[src/rtl/sram_wb_bridge_if.sv]
// ----------------------------------------------------------------------------
// sram_wb_bridge_if
// Groups the Wishbone slave-side signals and the single-port SRAM signals used
// by sram_wb_bridge. Clock and reset are not carried here; they stay plain
// ports on the bridge.
//
// Handshake: a request is wb_cyc_i & wb_stb_i. The master holds the request
// stable until it sees wb_ack_o high for one cycle. Dropping wb_cyc_i before
// the ack abandons the transaction and no ack is returned for it.
//
// Signals:
//   wb_cyc_i, wb_stb_i   request qualifiers (master -> bridge)
//   wb_we_i              1 = write, 0 = read
//   wb_sel_i[3:0]        byte lanes, bit n covers data[8n+7:8n]
//   wb_adr_i[8:0]        word address
//   wb_dat_i[31:0]       write data
//   wb_dat_o[31:0]       read data (bridge -> master)
//   wb_ack_o             one-cycle acknowledge (bridge -> master)
//   sram_en, sram_wen    SRAM access / full-word write enable (bridge -> SRAM)
//   sram_addr[8:0]       SRAM word address
//   sram_wdata[31:0]     SRAM write data
//   sram_rdata[31:0]     SRAM read data, valid the cycle after a read access
// ----------------------------------------------------------------------------
interface sram_wb_bridge_if;
  logic        wb_cyc_i;
  logic        wb_stb_i;
  logic        wb_we_i;
  logic [3:0]  wb_sel_i;
  logic [8:0]  wb_adr_i;
  logic [31:0] wb_dat_i;
  logic [31:0] wb_dat_o;
  logic        wb_ack_o;
  logic        sram_en;
  logic [8:0]  sram_addr;
  logic [31:0] sram_wdata;
  logic        sram_wen;
  logic [31:0] sram_rdata;

  // Bridge side.
  modport slave (
    input  wb_cyc_i, wb_stb_i, wb_we_i, wb_sel_i, wb_adr_i, wb_dat_i,
    output wb_dat_o, wb_ack_o,
    output sram_en, sram_addr, sram_wdata, sram_wen,
    input  sram_rdata
  );

  // Bus master plus SRAM side.
  modport master (
    output wb_cyc_i, wb_stb_i, wb_we_i, wb_sel_i, wb_adr_i, wb_dat_i,
    input  wb_dat_o, wb_ack_o,
    input  sram_en, sram_addr, sram_wdata, sram_wen,
    output sram_rdata
  );
endinterface

[src/rtl/sram_wb_bridge.sv]
// ----------------------------------------------------------------------------
// sram_wb_bridge
// Wishbone slave in front of a 512 x 32 single-port SRAM that only supports
// full-word writes. Byte-lane writes are done as read-modify-write.
//
// Ports:
//   clk          single clock, rising edge
//   reset        synchronous, active-high
//   bus          sram_wb_bridge_if.slave (Wishbone + SRAM signals)
//   o_dbg_state  current FSM state, for debug/observation (IDLE = 0)
//
// Latency from the cycle a request is first sampled (C0):
//   full write  : SRAM write in C1, ack in C2
//   read        : SRAM read in C1, data captured end of C2, ack in C3
//   partial wr  : SRAM read in C1, merged write in C3, ack in C4
//   sel = 0 wr  : no SRAM access, ack in C2
// After the ack cycle the FSM spends one cycle in IDLE before accepting again.
// All bus and SRAM outputs are registered.
// ----------------------------------------------------------------------------
module sram_wb_bridge (
  input  logic                 clk,
  input  logic                 reset,
  sram_wb_bridge_if.slave      bus,
  output logic [2:0]           o_dbg_state
);

  typedef enum logic [2:0] {
    IDLE    = 3'd0,
    ISSUE   = 3'd1,  // SRAM access cycle (read or full write)
    RD_WAIT = 3'd2,  // SRAM read data valid this cycle
    MERGE   = 3'd3,  // merged partial write on the SRAM
    WR_DONE = 3'd4,  // sel=0 write: nothing to do on the SRAM
    ACK     = 3'd5   // wb_ack_o high; requests ignored
  } state_t;

  state_t      r_state, w_nxt_state;
  logic        r_we, w_nxt_we;
  logic [3:0]  r_sel, w_nxt_sel;
  logic [31:0] r_dat, w_nxt_dat;
  logic        r_ack, w_nxt_ack;
  logic [31:0] r_dat_o, w_nxt_dat_o;
  logic        r_sram_en, w_nxt_sram_en;
  logic        r_sram_wen, w_nxt_sram_wen;
  logic [8:0]  r_sram_addr, w_nxt_sram_addr;
  logic [31:0] r_sram_wdata, w_nxt_sram_wdata;

  logic        w_req;
  logic [31:0] w_merged;

  assign w_req = bus.wb_cyc_i & bus.wb_stb_i;

  // Selected lanes come from the latched write data, the rest from the SRAM.
  always_comb begin
    w_merged = 32'h0;
    for (int n = 0; n < 4; n++) begin
      w_merged[8*n +: 8] = r_sel[n] ? r_dat[8*n +: 8] : bus.sram_rdata[8*n +: 8];
    end
  end

  always_comb begin
    w_nxt_state      = r_state;
    w_nxt_we         = r_we;
    w_nxt_sel        = r_sel;
    w_nxt_dat        = r_dat;
    w_nxt_ack        = 1'b0;
    w_nxt_dat_o      = r_dat_o;
    w_nxt_sram_en    = 1'b0;
    w_nxt_sram_wen   = 1'b0;
    w_nxt_sram_addr  = r_sram_addr;
    w_nxt_sram_wdata = r_sram_wdata;

    case (r_state)
      IDLE: begin
        if (w_req) begin
          w_nxt_we  = bus.wb_we_i;
          w_nxt_sel = bus.wb_sel_i;
          w_nxt_dat = bus.wb_dat_i;
          if (bus.wb_we_i && (bus.wb_sel_i == 4'h0)) begin
            w_nxt_state = WR_DONE;
          end else begin
            // Reads and partial writes both start with an SRAM read.
            w_nxt_state      = ISSUE;
            w_nxt_sram_en    = 1'b1;
            w_nxt_sram_addr  = bus.wb_adr_i;
            w_nxt_sram_wen   = bus.wb_we_i && (bus.wb_sel_i == 4'hF);
            w_nxt_sram_wdata = bus.wb_dat_i;
          end
        end
      end
      ISSUE: begin
        // A full write was already performed on the edge ending C1, so an
        // abort here only suppresses the ack.
        if (!bus.wb_cyc_i) begin
          w_nxt_state = IDLE;
        end else if (r_we && (r_sel == 4'hF)) begin
          w_nxt_state = ACK;
          w_nxt_ack   = 1'b1;
        end else begin
          w_nxt_state = RD_WAIT;
        end
      end
      RD_WAIT: begin
        if (!bus.wb_cyc_i) begin
          w_nxt_state = IDLE;            // merge abandoned, no write issued
        end else if (!r_we) begin
          w_nxt_state = ACK;
          w_nxt_ack   = 1'b1;
          w_nxt_dat_o = bus.sram_rdata;  // full word regardless of sel
        end else begin
          w_nxt_state      = MERGE;
          w_nxt_sram_en    = 1'b1;
          w_nxt_sram_wen   = 1'b1;
          w_nxt_sram_wdata = w_merged;
        end
      end
      MERGE, WR_DONE: begin
        if (!bus.wb_cyc_i) begin
          w_nxt_state = IDLE;
        end else begin
          w_nxt_state = ACK;
          w_nxt_ack   = 1'b1;
        end
      end
      ACK: begin
        w_nxt_state = IDLE;
      end
      default: begin
        w_nxt_state = IDLE;
      end
    endcase
  end

  always_ff @(posedge clk) begin
    if (reset) begin
      r_state      <= IDLE;
      r_we         <= 1'b0;
      r_sel        <= 4'h0;
      r_dat        <= 32'h0;
      r_ack        <= 1'b0;
      r_dat_o      <= 32'h0;
      r_sram_en    <= 1'b0;
      r_sram_wen   <= 1'b0;
      r_sram_addr  <= 9'h0;
      r_sram_wdata <= 32'h0;
    end else begin
      r_state      <= w_nxt_state;
      r_we         <= w_nxt_we;
      r_sel        <= w_nxt_sel;
      r_dat        <= w_nxt_dat;
      r_ack        <= w_nxt_ack;
      r_dat_o      <= w_nxt_dat_o;
      r_sram_en    <= w_nxt_sram_en;
      r_sram_wen   <= w_nxt_sram_wen;
      r_sram_addr  <= w_nxt_sram_addr;
      r_sram_wdata <= w_nxt_sram_wdata;
    end
  end

  assign bus.wb_ack_o   = r_ack;
  assign bus.wb_dat_o   = r_dat_o;
  assign bus.sram_en    = r_sram_en;
  assign bus.sram_wen   = r_sram_wen;
  assign bus.sram_addr  = r_sram_addr;
  assign bus.sram_wdata = r_sram_wdata;
  assign o_dbg_state    = r_state;

endmodule

[src/flat_wrapper.sv]
// flat-port wrapper written by rule: the top's interface ports become plain ports
module sram_wb_bridge_flat 
  (clk, reset, o_dbg_state, bus_wb_cyc_i, bus_wb_stb_i, bus_wb_we_i, bus_wb_sel_i, bus_wb_adr_i, bus_wb_dat_i, bus_wb_dat_o, bus_wb_ack_o, bus_sram_en, bus_sram_addr, bus_sram_wdata, bus_sram_wen, bus_sram_rdata);
  sram_wb_bridge_if bus_i ();
  input  logic clk;
  input  logic reset;
  output logic [2:0] o_dbg_state;
  input wire logic [$bits(bus_i.wb_cyc_i)-1:0] bus_wb_cyc_i;
  input wire logic [$bits(bus_i.wb_stb_i)-1:0] bus_wb_stb_i;
  input wire logic [$bits(bus_i.wb_we_i)-1:0] bus_wb_we_i;
  input wire logic [$bits(bus_i.wb_sel_i)-1:0] bus_wb_sel_i;
  input wire logic [$bits(bus_i.wb_adr_i)-1:0] bus_wb_adr_i;
  input wire logic [$bits(bus_i.wb_dat_i)-1:0] bus_wb_dat_i;
  output wire logic [$bits(bus_i.wb_dat_o)-1:0] bus_wb_dat_o;
  output wire logic [$bits(bus_i.wb_ack_o)-1:0] bus_wb_ack_o;
  output wire logic [$bits(bus_i.sram_en)-1:0] bus_sram_en;
  output wire logic [$bits(bus_i.sram_addr)-1:0] bus_sram_addr;
  output wire logic [$bits(bus_i.sram_wdata)-1:0] bus_sram_wdata;
  output wire logic [$bits(bus_i.sram_wen)-1:0] bus_sram_wen;
  input wire logic [$bits(bus_i.sram_rdata)-1:0] bus_sram_rdata;
  assign bus_i.wb_cyc_i = bus_wb_cyc_i;
  assign bus_i.wb_stb_i = bus_wb_stb_i;
  assign bus_i.wb_we_i = bus_wb_we_i;
  assign bus_i.wb_sel_i = bus_wb_sel_i;
  assign bus_i.wb_adr_i = bus_wb_adr_i;
  assign bus_i.wb_dat_i = bus_wb_dat_i;
  assign bus_wb_dat_o = bus_i.wb_dat_o;
  assign bus_wb_ack_o = bus_i.wb_ack_o;
  assign bus_sram_en = bus_i.sram_en;
  assign bus_sram_addr = bus_i.sram_addr;
  assign bus_sram_wdata = bus_i.sram_wdata;
  assign bus_sram_wen = bus_i.sram_wen;
  assign bus_i.sram_rdata = bus_sram_rdata;
  sram_wb_bridge u_core (.clk(clk), .reset(reset), .bus(bus_i), .o_dbg_state(o_dbg_state));
endmodule
[config.mk]
export PLATFORM = sky130hd
export DESIGN_NAME = sram_wb_bridge_flat
export DESIGN_NICKNAME = d
export VERILOG_FILES = /design/src/rtl/sram_wb_bridge_if.sv /design/src/rtl/sram_wb_bridge.sv /design/src/flat_wrapper.sv
export SDC_FILE = /design/constraint.sdc
export NUM_CORES = 1
export LEC_CHECK = 0
export CAP_MARGIN = 10
export CORE_AREA = 2 2 96 134
export DETAILED_ROUTE_END_ITERATION = 8
export DIE_AREA = 0 0 98 136
export HOLD_SLACK_MARGIN = 0.06
export PLACE_DENSITY = 0.72
export SLEW_MARGIN = 40
export SYNTH_ARGS = -nofsm -noshare
export SYNTH_HDL_FRONTEND = slang
export SYNTH_SLANG_ARGS = --single-unit
[constraint.sdc]
create_clock -name clk -period 1.9 [get_ports clk]
set_clock_uncertainty 0.1 [all_clocks]
set_input_delay 0.38 -clock clk [delete_from_list [all_inputs] [get_ports clk]]
set_output_delay 0.38 -clock clk [all_outputs]
set_load 0.02 [all_outputs]
==> metrics.txt <==
Antenna diodes 0; Worst R2R Setup Slack -20 ps; Storage cell area 0.00232 sq mm; Chip Height 136 um; number of synthesized register bits 116; critical path class in2reg; GRT Total Usage 0.208; Clock Root Buffer clkbuf_16; Min Hold Slack 328 ps; final slew viol count 0; status complete, but fails checks; core footprint 0.0122 sq mm; final setup fails 15; initial antenna violation count 0; Initial Utilization 0.399; cell with the most instances after synthesis nand2_1; Post-Synth XOR/XNOR Area 0; Reg clk slew, reported paths 50 ps; maximum VDD drop 590 uV; die area 0.0133 sq mm; Final Cycle Share 1.03; Pleak 2.59 nW; TritonRoute pass-1 iters 5; Die Wd 98 um; DRC errors left 0; Syn Nets 675; HPWL after DPL 10100 um; vias in the first global route 4824; multiplexer area fraction after synthesis 0.0865; layout cells sized above 1 0.102; Worst-Margin Slew 662 ps; Critical Path Start Type input port; site row count 48; setup repair after global routing missed its margin true; Via Count 4822; Distinct cells, synth 32; final wirelength 14700 um; grt ovf 0; Power, Total 0.00628 W; Slew HR 0.556; H-tree Lvls 4; CP Cell Sequence clkdlybuf4s50_1, a211oi_1, a211oi_4, buf_4, buf_2, o211ai_1, a21oi_1; Synth Area in Compound Gates 0.185; synthesized-area fraction occupied by adder cells 0; I/O Buffers 160; largest family of logic cells by synthesized area simple AND/OR/NAND/NOR gates; Critical Path RT 2080 ps; Max Cap Viol 0; CTS tree done; Mapped Cells 593; CP max-delay cell a211oi_1; CTS Sinks 116; DRT iter0 DRCs 149; Commonest cells post-synth 206 x nand2_1, 116 x dfxtp_1, 106 x a21oi_1; Post-synth ARST share 0; HP Class in2reg; fmax 512 MHz; Tmin final 1950 ps; failing checks negative setup slack; GP Congestion 0.868; fill count 1078; total negative slack -405 ps; post-synthesis simple-gate area fraction 0.193; Power per Cell Area 850 mW/mm^2; Post-DRT Antenna Nets 0; first-pass GRT wire length 22400 um; final hold violations 0; Worst-Skew Late Latency 400 ps; Hold-fix buffers, CTS 0; multi-input logic area 0.00229 sq mm; slowest stage delay, CP 590 ps; clock buffer depth 2; count of flip-flops with a built-in enable after synthesis 0; Mean Syn Cell Area 8.19 sq um; fin worst setup slack -52.7 ps; synth top area cells dfxtp_1 48%, nand2_1 16%, a21oi_1 11%; DR WL/cell 15.8 um; Layout area overhead 52.1%; Synth top area share 0.478; Nets 848; delay-heaviest family, CP compound AO/OA/AOI/OAI gates; IO Count 161; Syn. warnings 0; largest net degree at the start of global routing 70; CP Buf/Inv Count 3; Worst EP arrival 2130 ps; Crit. End Element flop; synthesized cell area 0.00486 sq mm; CTS Buf Count 17; register area share after synthesis 0.478; ys flop type dfxtp_1; Yosys top cell by area dfxtp_1; vias per cell 5.21; worst-path maximum fanout 8
==> worst register-to-register path, cell delays in order (launching register included) <==
cell,delay (ps)
dfxtp_1,380
a211oi_1,590
a211oi_4,130
buf_4,190
buf_2,200
o211ai_1,130
a21oi_1,80
==> path summary, 6_finish.rpt <==
| kind | startpoint | end | cells after the start |
|---|---|---|---|
| max | bus_wb_sel_i[1] | u_core.bus.sram_wdata[19] | 7 |
| min | reset | u_core.bus.sram_addr[3] | 2 |
| max reg2reg | u_core.r_we | u_core.bus.sram_wdata[19] | 6 |
| min reg2reg | u_core.r_dat[10] | u_core.r_dat[10] | 2 |
==> area by class of cell <==
cell class,count,share of cell area
clock buffer,24,0.0665
clock inverter,5,0.00372
inverter,2,0.00102
multi-input combinational,427,0.309
sequential,116,0.314
tap,150,0.0254
timing repair buffer,202,0.280
==> metrics by stage <==
| step | util | instances | setup slack (ps) | instance area (sq um) |
|---|---|---|---|---|
| floorplan | - | 593 | 14.2 | 4860 |
| global route | 0.606 | 926 | -86.9 | 7390 |
| detailed placement | 0.552 | 888 | -488 | 6730 |
| global placement | 0.552 | 888 | -398 | 6730 |
| finish | 0.606 | 926 | -52.7 | 7390 |
| CTS | 0.595 | 917 | 12.8 | 7250 |
==> cells in the final DEF (no fill, tap or decap), drive strengths merged, types with 14 or more instances in the layout <==
cell type      Yosys  layout
a21oi            106     106
buf               23      41
clkbuf            25      26
clkdlybuf4s50      0     154
dfxtp            116     116
mux2i             42      42
nand2            206     206
nor2              14      14
o211ai            32      32
==> repair_timing <==
item	4_1_cts	5_1_grt
endpoints found under the setup margin	40	18
pin swaps	0	3
resized for setup	5	8
gates cloned	0	5
buffers inserted	0	4
==> routing by layer <==
| layer | wire length [um] | GRT usage | up-vias | part of all wire |
|---|---|---|---|---|
| li1 | - | - | 2344 | - |
| met1 | 5660 | 0.220 | 2281 | 0.39 |
| met2 | 7790 | 0.387 | 165 | 0.53 |
| met3 | 816 | 0.0566 | 32 | 0.056 |
| met4 | 399 | 0.0849 | 0 | 0.027 |
| met5 | 0 | 0 | - | 0 |
==> kinds of logic (layout without fill, tap and decap cells) <==
logic type | count (synthesis) | after routing
AO/OA/AOI/OAI | 151 | 151
multiplexers | 42 | 42
buffers and inverters | 50 | 233
flip-flops | 116 | 116
AND/OR/NAND/NOR | 234 | 234
==> state kept, by name, summed over array words and instances (netlist names) <==
register	flops
u_core.o_dbg_state	3
u_core.bus.sram_en	1
u_core.bus.wb_dat_o	32
u_core.r_we	1
u_core.bus.wb_ack_o	1
u_core.r_sel	4
u_core.r_dat	32
u_core.bus.sram_wdata	32
u_core.bus.sram_addr	9
u_core.bus.sram_wen	1
==> report_power, final <==
group	internal (W)	total (W)	leakage, nW	switching (W)
clock	0.00177	0.00280	0.258	0.00103
combinational	0.000460	0.000893	1.39	0.000433
sequential	0.00253	0.00259	0.943	0.0000552
total	0.00476	0.00628	2.59	0.00151
No activity file was read; power rests on OpenSTA's default activity.
